`src/rtl/systolic_is_ctrl.sv`:
```
// Job sequencer for an NxN input-stationary systolic array: optional weight load,
// skewed activation issue, per-column output-valid flags and job completion.
module systolic_is_ctrl #(
    parameter int N       = 4,
    parameter int K_MAX   = 16,
    parameter int OUT_LAT = 4
) (
    input  logic                         clk,
    input  logic                         rst,
    input  logic                         start,
    input  logic [$clog2(K_MAX+1)-1:0]   k_len,
    input  logic                         reuse_w,
    input  logic                         abort,
    output logic                         busy,
    output logic                         done,
    output logic                         err,
    output logic                         load_weight,
    output logic                         w_rd_en,
    output logic [$clog2(N)-1:0]         w_rd_addr,
    output logic                         a_rd_en,
    output logic [$clog2(K_MAX)-1:0]     a_rd_addr,
    output logic [N-1:0]                 act_lane_en,
    output logic [N-1:0]                 out_col_valid,
    output logic                         out_last
);

    localparam int KW = $clog2(K_MAX + 1);
    localparam int WW = $clog2(N);
    localparam int AW = $clog2(K_MAX);
    localparam int CW = $clog2(K_MAX + N + OUT_LAT + 1);

    localparam logic [KW-1:0] KMAX_K    = KW'(K_MAX);
    localparam logic [CW-1:0] LOAD_LAST = CW'(N);
    localparam logic [CW-1:0] TAIL      = CW'(N - 1 + OUT_LAT);
    localparam logic [CW-1:0] TOP_ROW   = CW'(N - 1);

    typedef enum logic [1:0] {
        S_IDLE,
        S_LOAD,
        S_COMPUTE,
        S_DONE
    } state_e;

    state_e            state_q, state_d;
    logic [CW-1:0]     cnt_q, cnt_d;
    logic [KW-1:0]     k_q, k_d;

    logic              busy_q, busy_d;
    logic              done_q, done_d;
    logic              err_q, err_d;
    logic              load_weight_q, load_weight_d;
    logic              w_rd_en_q, w_rd_en_d;
    logic [WW-1:0]     w_rd_addr_q, w_rd_addr_d;
    logic              a_rd_en_q, a_rd_en_d;
    logic [AW-1:0]     a_rd_addr_q, a_rd_addr_d;
    logic [N-1:0]      act_lane_en_q, act_lane_en_d;
    logic [N-1:0]      out_col_valid_q, out_col_valid_d;
    logic              out_last_q, out_last_d;

    logic [CW-1:0]     k_ext_q, k_ext_d;
    logic [CW-1:0]     ctot_q, ctot_d;

    always_comb begin
        state_d = state_q;
        cnt_d   = cnt_q;
        k_d     = k_q;
        err_d   = 1'b0;
        k_ext_q = CW'(k_q);
        ctot_q  = k_ext_q + TAIL;

        unique case (state_q)
            S_IDLE: begin
                cnt_d = '0;
                if (start) begin
                    if (k_len == '0 || k_len > KMAX_K) begin
                        err_d = 1'b1;
                    end else begin
                        k_d     = k_len;
                        state_d = reuse_w ? S_COMPUTE : S_LOAD;
                    end
                end
            end
            S_LOAD: begin
                if (abort) begin
                    state_d = S_IDLE;
                    cnt_d   = '0;
                end else if (cnt_q == LOAD_LAST) begin
                    state_d = S_COMPUTE;
                    cnt_d   = '0;
                end else begin
                    cnt_d = cnt_q + 1'b1;
                end
            end
            S_COMPUTE: begin
                if (abort) begin
                    state_d = S_IDLE;
                    cnt_d   = '0;
                end else if (cnt_q == ctot_q - 1'b1) begin
                    state_d = S_DONE;
                    cnt_d   = '0;
                end else begin
                    cnt_d = cnt_q + 1'b1;
                end
            end
            S_DONE: begin
                state_d = S_IDLE;
                cnt_d   = '0;
            end
            default: begin
                state_d = S_IDLE;
                cnt_d   = '0;
            end
        endcase
    end

    // Outputs are decoded from the next state/counter so the flopped outputs
    // line up with the state they describe.
    always_comb begin
        busy_d          = (state_d != S_IDLE);
        done_d          = (state_d == S_DONE);
        load_weight_d   = 1'b0;
        w_rd_en_d       = 1'b0;
        w_rd_addr_d     = '0;
        a_rd_en_d       = 1'b0;
        a_rd_addr_d     = '0;
        act_lane_en_d   = '0;
        out_col_valid_d = '0;
        out_last_d      = 1'b0;
        k_ext_d         = CW'(k_d);
        ctot_d          = k_ext_d + TAIL;

        if (state_d == S_LOAD) begin
            w_rd_en_d     = (cnt_d < LOAD_LAST);
            w_rd_addr_d   = w_rd_en_d ? WW'(TOP_ROW - cnt_d) : '0;
            load_weight_d = (cnt_d != '0);
        end

        if (state_d == S_COMPUTE) begin
            a_rd_en_d   = (cnt_d < k_ext_d);
            a_rd_addr_d = a_rd_en_d ? AW'(cnt_d) : '0;
            for (int unsigned r = 0; r < N; r++) begin
                act_lane_en_d[r] = (cnt_d >= CW'(r)) && (cnt_d < CW'(r) + k_ext_d);
            end
            for (int unsigned j = 0; j < N; j++) begin
                out_col_valid_d[j] = (cnt_d >= CW'(j + OUT_LAT)) &&
                                     (cnt_d < CW'(j + OUT_LAT) + k_ext_d);
            end
            out_last_d = (cnt_d == ctot_d - 1'b1);
        end
    end

    always_ff @(posedge clk or negedge rst) begin
        if (!rst) begin
            state_q         <= S_IDLE;
            cnt_q           <= '0;
            k_q             <= '0;
            busy_q          <= 1'b0;
            done_q          <= 1'b0;
            err_q           <= 1'b0;
            load_weight_q   <= 1'b0;
            w_rd_en_q       <= 1'b0;
            w_rd_addr_q     <= '0;
            a_rd_en_q       <= 1'b0;
            a_rd_addr_q     <= '0;
            act_lane_en_q   <= '0;
            out_col_valid_q <= '0;
            out_last_q      <= 1'b0;
        end else begin
            state_q         <= state_d;
            cnt_q           <= cnt_d;
            k_q             <= k_d;
            busy_q          <= busy_d;
            done_q          <= done_d;
            err_q           <= err_d;
            load_weight_q   <= load_weight_d;
            w_rd_en_q       <= w_rd_en_d;
            w_rd_addr_q     <= w_rd_addr_d;
            a_rd_en_q       <= a_rd_en_d;
            a_rd_addr_q     <= a_rd_addr_d;
            act_lane_en_q   <= act_lane_en_d;
            out_col_valid_q <= out_col_valid_d;
            out_last_q      <= out_last_d;
        end
    end

    assign busy          = busy_q;
    assign done          = done_q;
    assign err           = err_q;
    assign load_weight   = load_weight_q;
    assign w_rd_en       = w_rd_en_q;
    assign w_rd_addr     = w_rd_addr_q;
    assign a_rd_en       = a_rd_en_q;
    assign a_rd_addr     = a_rd_addr_q;
    assign act_lane_en   = act_lane_en_q;
    assign out_col_valid = out_col_valid_q;
    assign out_last      = out_last_q;

endmodule

```
`config.mk`:
```
export PLATFORM = sky130hd
export DESIGN_NAME = systolic_is_ctrl
export DESIGN_NICKNAME = d
export VERILOG_FILES = /design/src/rtl/systolic_is_ctrl.sv
export SDC_FILE = /design/constraint.sdc
export NUM_CORES = 1
export LEC_CHECK = 0
export ABC_AREA = 1
export CORE_MARGIN = 2
export CORE_UTILIZATION = 56
export DETAILED_ROUTE_END_ITERATION = 8
export GPL_TIMING_DRIVEN = 1
export PLACE_DENSITY = 0.81
export SLEW_MARGIN = 20
export SYNTH_ARGS = -nofsm -noshare
export SYNTH_HDL_FRONTEND = slang
export SYNTH_SLANG_ARGS = --single-unit
export TNS_END_PERCENT = 20
```
`constraint.sdc`:
```
create_clock -name clk -period 3.65 [get_ports clk]
set_clock_uncertainty 0.1 [all_clocks]
set_input_delay 0.5475 -clock clk [delete_from_list [all_inputs] [get_ports clk]]
set_output_delay 0.5475 -clock clk [all_outputs]
set_load 0.02 [all_outputs]
```
# After elaboration in Yosys (flattened, before gate mapping)
# Cells that the tools add are included.
totals:
  ff_bits: 33
  word_cells: 96
op_classes:
  n_lt_le_gt_ge: 18
  eq_ne: 9
  addsub: 12
  muxes: 29
  reduce_logical: 14
ops:
  columns: ["op", "n"]
  rows:
  - ["$lt 5x5->1", 8]
  - ["$mux 5", 7]
  - ["$add 3x5->5 const A", 4]
  - ["$ge 5x3->1 const B", 4]
  - ["$mux 2", 9]
  - ["$mux 4", 4]
  - ["$pmux 5 s3", 1]
  - ["$add 2x5->5 const A", 2]
  - ["$eq 5x5->1", 2]
  - ["$ge 5x1->1 const B", 2]
  - ["$ge 5x2->1 const B", 2]
  - ["$sub 5x1->5 const B", 2]
  - ["$eq 2x2->1 const B", 4]
  - ["$logic_and 1x1->1", 8]
  - ["$pmux 2 s4", 1]
  - ["$mux 1", 7]
  - ["$add 1x5->5 const A", 1]
  - ["$add 5x1->5 const B", 1]
  - ["$add 5x3->5 const B", 1]
  - ["$eq 5x3->1 const B", 1]
  - ["$gt 5x5->1 const B", 1]
  - ["$logic_not 5->1", 1]
  - ["$lt 5x3->1 const B", 1]
  - ["$reduce_bool 5->1", 1]
  - ["other kinds (6)", 7]

# Depth between registers and ports, before layout
depth:
  ltp_word: 9
  depth_mapped: 21
  ltp_nobuf: 21

# Worst setup path before layout
# Ideal clock, no wire load.
synth_timing:
  path_kind: "register -> register"
  from: "register k_q[1], in the netlist k_ext_q[1]"
  to: "register a_rd_addr_q[1], in the netlist a_rd_addr[1]"
  period_less_slack_ps: 2719
  slack_ps: 931
  stages_incl_launch_ff: 21
  setup_ps: 73
  path_buffers: 0
  arrival_time_ps: 2546
  cell_sequence: "dfrtp_1 -> inv_1 -> ha_1 -> inv_1 -> nand2_1 -> nand2_1 -> nand3_1 -> nor2_1 -> nand2_1 -> nand2_1 -> nand2_1 -> nand2_1 -> inv_1 -> ha_1 -> a21oi_1 -> nor2_1 -> o21ai_0 -> nand2_1 -> a21oi_1 -> nand2_1 -> nor2_1"
synth_via:
  elab_chain_len: 9
synth_rtl:
  columns: ["item", "line_no", "text"]
  rows:
  - ["from (decl)", "46", "logic [KW-1:0] k_q, k_d;"]
  - ["from (signal assigned)", "171", "k_q <= k_d;"]
  - ["$add 5x3->5", "69", "ctot_q = k_ext_q + TAIL;"]
  - ["$sub 5x1->5", "98", "end else if (cnt_q == ctot_q - 1'b1) begin"]
  - ["$eq 5x5->1", "98", null]
  - ["$mux 5", "98", null]
  - ["$mux 5", "95", "if (abort) begin"]
  - ["$pmux 5 s3", "71", "unique case (state_q)"]
  - ["$lt 5x5->1", "139", "a_rd_en_d = (cnt_d < k_ext_d);"]
  - ["$mux 4", "140", "a_rd_addr_d = a_rd_en_d ? AW'(cnt_d) : '0;"]
  - ["$mux 4 (*)", "138", "if (state_d == S_COMPUTE) begin"]
  - ["via a_rd_addr_d[1]", "55", "logic [AW-1:0] a_rd_addr_q, a_rd_addr_d;"]
  - ["to (signal assigned)", "179", "a_rd_addr_q <= a_rd_addr_d;"]
  - ["to (decl)", "55", null]
# The timed path passes the listed nets; every way through them passes the cells marked *.

# Worst setup path in the final report
layout_timing:
  from: "input k_len[2]"
  to: "register act_lane_en_q[1], in the netlist act_lane_en[1]"
layout_via:
  elab_chain_len: 9
layout_rtl:
  columns: ["item", "line_no", "text"]
  rows:
  - ["from (decl)", "11", "input logic [$clog2(K_MAX+1)-1:0] k_len,"]
  - ["$gt 5x5->1 or $logic_not 5->1 (tied branches)", "75", "if (k_len == '0 || k_len > KMAX_K) begin"]
  - ["$logic_or 1x1->1", "75", null]
  - ["$mux 5", "75", null]
  - ["$mux 5", "74", "if (start) begin"]
  - ["$mux 5", "71", null]
  - ["$add 1x5->5", "142", "act_lane_en_d[r] = (cnt_d >= CW'(r)) && (cnt_d < CW'(r) + k_ext_d);"]
  - ["$lt 5x5->1", "142", null]
  - ["$logic_and 1x1->1", "142", null]
  - ["$mux 4 (*)", "138", null]
  - ["via act_lane_en_d[1]", "56", "logic [N-1:0] act_lane_en_q, act_lane_en_d;"]
  - ["to (signal assigned)", "180", "act_lane_en_q <= act_lane_en_d;"]
  - ["to (decl)", "56", null]
# Marks and branches as above.

==> summary.md <==
| Metric | Value |
|---|---|
| WL/cell | 12.8 um |
| Yosys reg bits | 32 |
| Leading cell type in the layout, fill and taps excluded | nand2_1 |
| MaxCap Viol Count | 0 |
| Delay-heaviest family, CP | simple AND/OR/NAND/NOR gates |
| Initial Util | 0.589 |
| Largest family of logic cells by synthesized area | simple AND/OR/NAND/NOR gates |
| Cell mode on critical path | nor2_1 |
| Worst slew margin | 0.650 |
| Delay of the slowest critical-path stage | 0.45 ns |
| Gr usage total | 0.250 |
| Congestion Overflow GR | 0 |
| FF+latch area | 801 sq um |
| Fmax achieved | 322 MHz |
| Die height | 69.3 um |
| Worst path bufs/invs | 2 |
| CTS resizes | 0 |
| # nets final | 394 |
| Multi-input logic area | 1360 sq um |
| Hold buffer count at cts | 0 |
| Mean Syn Cell Area | 7.37 sq um |
| CP arrival | 3.19 ns |
| Leak Pwr | 1.61 nW |
| Die Span X | 69.3 um |
| DP HPWL | 4180 um |
| Row Count | 23 |
| Simple-gate share of the synthesized area | 0.294 |
| Final antenna-violating net count | 0 |
| Die area | 4800 sq um |
| Number of CTS-inserted buffers | 5 |
| Slew @ Worst Pin | 0.524 ns |
| H-Tree Depth | 2 |
| Synthesis warning total | 0 |
| Fill cell count | 343 |
| Outcome | completed |
| Residual DRC | 0 |
| 1st-iter DRT viols | 171 |
| CP Cell Sequence | clkdlybuf4s50_1 > nor2_1 > nand2_1 > nand2_2 > nand3_4 > or2_1 > o21a_1 > ha_1 > inv_1 > xor2_1 > nand2_1 > o21ai_0 > nor2_1 > nor2_1 > nor2_1 |
| Mux contribution to synthesized area | 0 |
| Clk pin slew, worst setup/hold paths | 0.07 ns |
| CTS tree | built |
| Setup TNS | 0 ns |
| Syn_nets | 356 |
| Synth Instances | 324 |
| Final setup vio count | 0 |
| Pre-antenna DRT Iters | 4 |
| Synth Area in Compound Gates | 0.0974 |
| Initial antenna violation count | 0 |
| Total wire length | 5290 um |
| Area added between synthesis and finish | 20.0% |
| Synth Area in XOR/XNOR | 0.0618 |
| Clock sink count | 32 |
| Vias | 2109 |
| Worst vdd ir | 0.222 mV |
| CTS max path bufs | 2 |
| Vias per inst | 5.11 |
| Worst-skew pair later-pin latency | 0.29 ns |
| Power per cell area | 459 nW/um^2 |
| Largest net degree at the start of global routing | 33 |
| CP Capture Type | register |
| # port buffers | 30 |
| Hold WC Path Type | register to register |
| Post-CTS Setup Repair Bufs | 0 |
| Global-route wire length before repair | 9560 um |
| Max Slew Vio Count | 0 |
| Register area share after synthesis | 0.335 |
| Placeable Area | 4060 sq um |
| Hold Violations, Final | 0 |
| Num ports | 31 |
| Final core utilization | 0.706 |
| Root cell of the clock tree | clkbuf_8 |
| N_diodes | 0 |
| Distinct cells, synth | 39 |
| RSZ-0062 raised after global routing | no |
| CP max FO | 10 |
| Crit share post-route | 0.852 |
| Routability cong. | 0.899 |
| Layout cells sized above 1 | 0.107 |
| Slowest cell on crit path | clkdlybuf4s50_1 |
| Cell area after synthesis | 2390 sq um |
| Period minus WS final | 3.11 ns |
| Crit Path Category | input pin to register |
| Commonest non-fill, non-tap cells in the layout | nand2_1 (82), inv_1 (46), nor2_1 (35) |
| CP startpoint kind | input pin |
| Hold_ws | 0.467 ns |
| Synth Area in Adders | 0.115 |
| Via count of the first global-routing pass | 2057 |
| Crit path required time | 3.73 ns |
[per-stage QoR]
step	area, sq um	power [mW]	cells	setup WS [ns]
floorplan	2390	0.856	324	0.931
global placement	2760	0.973	405	0.345
detailed placement	2760	0.989	405	0.248
CTS	2870	1.32	413	0.547
global route	2870	1.43	413	0.215
finish	2870	1.32	413	0.540
[Yosys cell counts, drive strengths merged]
cell,n,share of area
nand2,90,0.15
inv,54,0.087
nor2,38,0.063
dfrtp,32,0.34
ha,22,0.12
nand3,16,0.041
a21oi,15,0.033
o21ai,13,0.034
xor2,12,0.044
nand4,5,0.013
or2,5,0.013
xnor2,4,0.018
nor3,3,0.0063
a21boi,2,0.0063
a21o,2,0.0063
buf,2,0.0079
a31o,1,0.0037
a31oi,1,0.0026
clkbuf,1,0.0016
nand3b,1,0.0031
nor4,1,0.0026
o211ai,1,0.0031
o21a,1,0.0031
o21bai,1,0.0031
o22ai,1,0.0026
[final timing paths]
check                                 from               end  slack (ns)  depth (start not counted)
worst max-delay path              k_len[2]    act_lane_en[1]        0.54                         15
worst min-delay path              cnt_q[0]          cnt_q[0]        0.47                          1
worst max register to register  k_ext_q[1]  out_col_valid[1]        0.55                         19
worst min register to register    cnt_q[0]          cnt_q[0]        0.47                          1
max in group asynchronous              rst    act_lane_en[0]        2.61                          2
min in group asynchronous              rst        state_q[1]        0.55                          2
[layout make-up]
| cell class | instances | share of cell area |
|---|---|---|
| Multi-Input combinational cell | 235 | 0.474 |
| Clock buffer | 6 | 0.0253 |
| Timing Repair Buffer | 34 | 0.115 |
| Sequential cell | 32 | 0.279 |
| Inverter | 54 | 0.0725 |
| Tap cell | 50 | 0.0218 |
| Clock inverter | 2 | 0.0122 |
[state kept, by name, indices dropped and copies added (netlist names)]
| signal | cells |
|---|---|
| err | 1 |
| k_ext_q | 5 |
| a_rd_addr | 4 |
| load_weight | 1 |
| w_rd_addr | 2 |
| out_col_valid | 4 |
| cnt_q | 5 |
| act_lane_en | 4 |
| state_q | 2 |
| busy | 1 |
| out_last | 1 |
| w_rd_en | 1 |
| done | 1 |
[layer usage]
layer,up-vias,track usage,part of all wire
met4,0,0.0915,0.019
li1,1092,-,-
met2,64,0.403,0.46
met5,-,0,0
met1,944,0.341,0.47
met3,9,0.0392,0.051
[power breakdown]
part	total (mW)	leakage, nW	switching, mW	internal (mW)
Combinational	0.585	1.13	0.366	0.219
Clock	0.331	0.0552	0.129	0.202
Sequential	0.400	0.427	0.0181	0.382
Total	1.32	1.61	0.513	0.804
[kinds of logic (layout without fill, tap and decap cells)]
kind of cell,count (synthesis),count (layout)
AO/OA/AOI/OAI,38,38
flip-flops,32,32
XOR/XNOR,16,16
AND/OR/NAND/NOR,159,159
adder cells (fa/ha/maj),22,22
buffers and inverters,57,96
Note: power is estimated with default switching activity, not from simulation.
